**config.mk**
```make
export PLATFORM = sky130hd
export DESIGN_NAME = elevador
export DESIGN_NICKNAME = d
export VERILOG_FILES = /design/src/rtl/elevador.sv
export SDC_FILE = /design/constraint.sdc
export NUM_CORES = 1
export LEC_CHECK = 0
export ABC_AREA = 1
export CAP_MARGIN = 20
export CORE_AREA = 2 2 39 41
export CTS_CLUSTER_SIZE = 24
export DETAILED_ROUTE_END_ITERATION = 8
export DIE_AREA = 0 0 41 43
export HOLD_SLACK_MARGIN = 0.05
export SYNTH_ARGS = -nofsm -noshare
export SYNTH_HDL_FRONTEND = slang
export SYNTH_SLANG_ARGS = --single-unit
```
**constraint.sdc**
```tcl
create_clock -name clk -period 1.6 [get_ports clk]
set_clock_uncertainty 0.15 [all_clocks]
set_input_delay 0.32 -clock clk [delete_from_list [all_inputs] [get_ports clk]]
set_output_delay 0.32 -clock clk [all_outputs]
set_load 0.01 [all_outputs]
```
**src/rtl/elevador.sv**
```systemverilog
`default_nettype none
// ============================================================================
// Module      : elevador
// Description : Three-floor elevator controller with Mealy motor commands and
//               an active-low 7-segment floor indicator decoder.
// Revision    : 1.0 - initial release
// ============================================================================
module elevador (
    input  logic       clk,
    input  logic       rst_n,
    input  logic [1:0] boton,
    input  logic [3:0] dato,
    output logic       motorsubir,
    output logic       motorbajar,
    output logic [6:0] display
);

    typedef enum logic [1:0] {
        PISO1  = 2'b00,
        PISO2  = 2'b01,
        PISO3  = 2'b10,
        ILEGAL = 2'b11
    } state_t;

    localparam logic [1:0] c_BOTON_SUBIR = 2'b10;
    localparam logic [1:0] c_BOTON_BAJAR = 2'b01;

    state_t r_presente;
    state_t w_futuro;

    always_ff @(posedge clk or negedge rst_n) begin
        if (!rst_n) begin
            r_presente <= PISO1;
        end else begin
            r_presente <= w_futuro;
        end
    end

    // Mealy outputs: motors react to the button in the same cycle it is seen.
    always_comb begin
        w_futuro   = PISO1;
        motorsubir = 1'b0;
        motorbajar = 1'b0;
        case (r_presente)
            PISO1: begin
                if (boton == c_BOTON_SUBIR) begin
                    w_futuro   = PISO2;
                    motorsubir = 1'b1;
                end else begin
                    w_futuro   = PISO1;
                end
            end
            PISO2: begin
                // The middle floor is not a resting position.
                if (boton == c_BOTON_SUBIR) begin
                    w_futuro   = PISO3;
                    motorsubir = 1'b1;
                end else begin
                    w_futuro   = PISO1;
                    motorbajar = 1'b1;
                end
            end
            PISO3: begin
                if (boton == c_BOTON_BAJAR) begin
                    w_futuro   = PISO2;
                    motorbajar = 1'b1;
                end else begin
                    w_futuro   = PISO3;
                end
            end
            default: begin
                w_futuro = PISO1;
            end
        endcase
    end

    always_comb begin
        case (dato)
            4'd1:    display = 7'b1001111;
            4'd2:    display = 7'b0010010;
            4'd3:    display = 7'b0000110;
            default: display = 7'b1111111;
        endcase
    end

endmodule
`default_nettype wire

```
=== Yosys cells after proc, flatten, opt, wreduce, memory -nomap -nowiden ===
Cells that the tools add are included.

* Eq/ne operators: 7
* Muxes and demuxes: 10
* Reduce and logical (&&, ||, !) cells: 2

{| class="wikitable"
|+ Operators with widths
! operator !! number
|-
| 7-bit case mux with 3 select lines || 1
|-
| 4-bit by 2-bit == test with 1-bit output, second input constant || 2
|-
| 2-bit case mux with 3 select lines || 1
|-
| 1-bit two-way mux || 5
|-
| 2-bit by 1-bit == test with 1-bit output, second input constant || 2
|-
| 2-bit == test, second input constant || 2
|-
| 4-bit by 1-bit == test with 1-bit output, second input constant || 1
|-
| 2-bit two-way mux || 2
|-
| 2-bit logical NOT || 1
|-
| 1-bit case mux with 2 select lines || 1
|-
| 2-bit OR reduction || 1
|}

* Bits in registers: 2
* Bits of input ports: 8
* Output and inout port bits: 9
* Logic and storage cells: 20

=== Logic depth before layout (Yosys ltp) ===
* Word-level depth: 3
* Gate-level depth with buffers: 4
* Gate-level depth less buffers: 4

=== Worst setup path after synthesis ===
No wires, ideal clock.

* Path type: register to output
* Start point: register r_presente[0]
* End point: output motorbajar
* Arrival time: 0.932 ns
* Setup slack: 0.198 ns
* Stages on the path, launching flop included: 5
* Path buffers: 0
* Cells stage by stage: dfrtp_1 > inv_1 > ha_1 > nand3_1 > a21oi_1

* Cells in the longest elaborated chain, start to end: 2
* Elaborated cells on any way between the ends: 3
* Classes of those cells: eq/ne: 2; mux: 1

{| class="wikitable"
|+ RTL lines
! item !! RTL line !! RTL
|-
| start: declaration || 28 || <nowiki>state_t r_presente;</nowiki>
|-
| start signal: assignment || 35 || <nowiki>r_presente <= w_futuro;</nowiki>
|-
| 2-bit == test / 2-bit by 1-bit == test with 1-bit output (equally long branches) || 44 || <nowiki>case (r_presente)</nowiki>
|-
| 1-bit case mux with 2 select lines (*) || 44 ||
|-
| end: declaration || 14 || <nowiki>output logic motorbajar,</nowiki>
|}

Every way passes the cells marked *; elsewhere a longest branch is shown, timed or not.

=== Final worst setup path ===
* Start point: register r_presente[1]
* End point: output motorbajar

The elaborated chain is that of the path after synthesis.

==> impl_metrics.csv <==
group,metric,value,unit
critical_path,cp-end-kind,"output pin",
place,place_area,395,sq um
layout,nFillCells,158,
floorplan,num_rows,14,
critical_path,path_max_fanout,3,
grt,grt_pass1_wl,959,um
place,numPortBuffers,15,
layout,final_area,489,sq um
clock_tree,htreeDepth,1,
grt,grt_pass1_vias,290,
layout,seq_area,50.0,sq um
layout,reg_top3,"r_presente: 2 flops",
grt,antenna_found_initial,0,
floorplan,die_h,43,um
yosys,syn_area,218,sq um
run_status,violations,"setup timing",
clock_tree,cts_buffers,3,
layout,drive_gt1_share,58.2,%
critical_path,rr_worst_depth,6,
timing,hold_viol,0,
layout,diodes,0,
layout,area_growth,125,%
clock_tree,cts.sinks,2,
power,max-vdd-ir-drop,0.349,mV
grt,grt_usage,8.33,%
critical_path,r2r_setup_slack,240,ps
critical_path,timing.rr.end,"r_presente[0]",
grt,grt_max_degree,5,
floorplan,coreArea,1380,sq um
route,wl_met2,399,um
yosys,yosysWarnings,0,
timing,setup_slack,-67.9,ps
job,cap_violations,0,
yosys,ys_seq_area_share,23.0,%
timing,fmax,0.600,GHz
floorplan,floorplan.initialDensity,15.7,%
floorplan,die_w,41,um
critical_path,cp.required,1130,ps
timing,drv_slew,0,
grt,grt.overflow.total,0,
clock_tree,clockBufferDepth,2,
timing,setup_violations,2,
route,viasPerCell,4.03,
critical_path,critical_path_class,"flop to output pin",
clock_tree,clk_latency,220,ps
route,wl_per_cell,9.68,um
layout,largest_register_ffs,2,
run_status,status,"finished with violations",
yosys,synth_cell_types,11,
critical_path,crit_arrival,1200,ps
critical_path,reg2reg_from,"r_presente[1]",
route,first_pass_iters,2,
power,leakage,0.000226,uW
timing,min_period_over_period,104,%
route,top_layer_used,"met3",
yosys,avgSynthCellArea,7.02,sq um
timing,period_minus_slack,1670,ps
route,wl_met1,193,um
route,totalWireLength,687,um
layout,fin_util,35.4,%
clock_tree,cts.clk_slew.worst_paths,30,ps
place,gp_congestion,0.650,
clock_tree,cts_tree,"built",
timing,grt_setup_unrepaired,"yes",
floorplan,io_pins,17,
layout,nets,69,
power,p_per_area,622,nW/um^2
clock_tree,cts-root-buf,"clkbuf_4",
layout,multi_input_area,195,sq um
floorplan,die_area,1760,sq um
yosys,syn_inst,31,
route,drc,0,
route,drtIter0Drc,1,
place,hpwl,461,um
yosys,synth-seq-cells,2,
route,met3_length,95,um
route,ant_nets,0,
layout,top_register,"r_presente",
critical_path,cp-start-kind,"flop",
yosys,syn-num-nets,43,
route,num_vias,286,
min_path,hold_class,"primary input to asynchronous set/reset pin",
==> final cells by class <==
class                      instances  area share (%)
clock buffer                       3            4.60
sequential                         2            10.2
inverter                           5            3.84
multi-input combinational         21            39.9
tap                               16            4.09
timing repair buffer              24            37.3
==> power breakdown <==
part	internal (uW)	switching, uW	total (uW)
logic	71.1	61.5	133
registers	56.8	5.01	61.8
clock network	82.6	27.5	110
total	211	94.0	305
==> worst max path at each step <==
stage / to / cells past startpoint / startpoint
finish: motorbajar / 5 / r_presente[1]
global route: motorbajar / 5 / r_presente[1]
CTS: motorbajar / 5 / r_presente[1]
detailed placement: motorbajar / 6 / boton[0]
global placement: motorbajar / 6 / boton[0]
floorplan: motorbajar / 4 / r_presente[0]
==> synthesized netlist by cell type <==
cell,count,area [sq um]
a21oi_1,3,15.0
buf_4,3,22.5
conb_1,1,3.75
dfrtp_1,2,50.1
ha_1,4,50.1
inv_1,5,18.8
nand2_1,7,26.3
nand3_1,3,15.0
nand3b_1,1,7.51
nor2_1,1,3.75
o21ai_0,1,5.00
==> worst max-delay path: stages, from the launching register on <==
cell	delay, ps
dfrtp_1	380
inv_2	80
ha_4	260
inv_2	30
a21oi_2	90
buf_2	140
==> routing by layer <==
layer | up-vias | track usage, %
li1 | 142 | -
met1 | 129 | 4.82
met2 | 15 | 17.5
met3 | 0 | 1.57
met4 | 0 | 6.00
met5 | - | 0
==> cell usage in the layout, fill, tap and decap left out <==
cell             count
buf_4                8
buf_2                7
nand2_1              6
dlygate4sd2_1        4
inv_2                3
ha_4                 3
clkbuf_4             3
clkdlybuf4s50_1      3
inv_1                2
nand3_2              2
a21oi_1              2
buf_6                2
dfrtp_1              2
nor2_2               1
o21ai_0              1
nand3_4              1
a21oi_2              1
nand3b_1             1
nand2_2              1
ha_1                 1
conb_1               1
==> per-stage QoR <==
stage                     setup slack, ps  total power (uW)  cells  hold slack, ps  setup TNS (ps)
final                               -67.9               305     71             107           -86.9
after global routing                 -147               327     71             106            -202
after CTS                           -70.8               291     70             100            -100
after detailed placement             -565               156     63             343           -3460
after global placement               -564               155     63             339           -3300
after floorplan                       198               103     31            -126               0
==> logic make-up (layout without fill, tap and decap cells) <==
| group | after synthesis | after routing | share of synthesized area [%] |
|---|---|---|---|
| flip-flops | 2 | 2 | 23.0 |
| other | 1 | 1 | 1.72 |
| adder cells (fa/ha/maj) | 4 | 4 | 23.0 |
| buffers and inverters | 8 | 32 | 19.0 |
| AO/OA/AOI/OAI | 4 | 4 | 9.19 |
| AND/OR/NAND/NOR | 12 | 12 | 24.1 |
==> timing repair <==
action / 4_1_cts / 5_1_grt
gates resized for setup: 47 / 6
pin swaps: 4 / 4
buffers inserted: 4 / 1
setup endpoints to repair: 8 / 2
hold buffers: 0 / 0
Note: power is estimated with default switching activity, not from simulation.
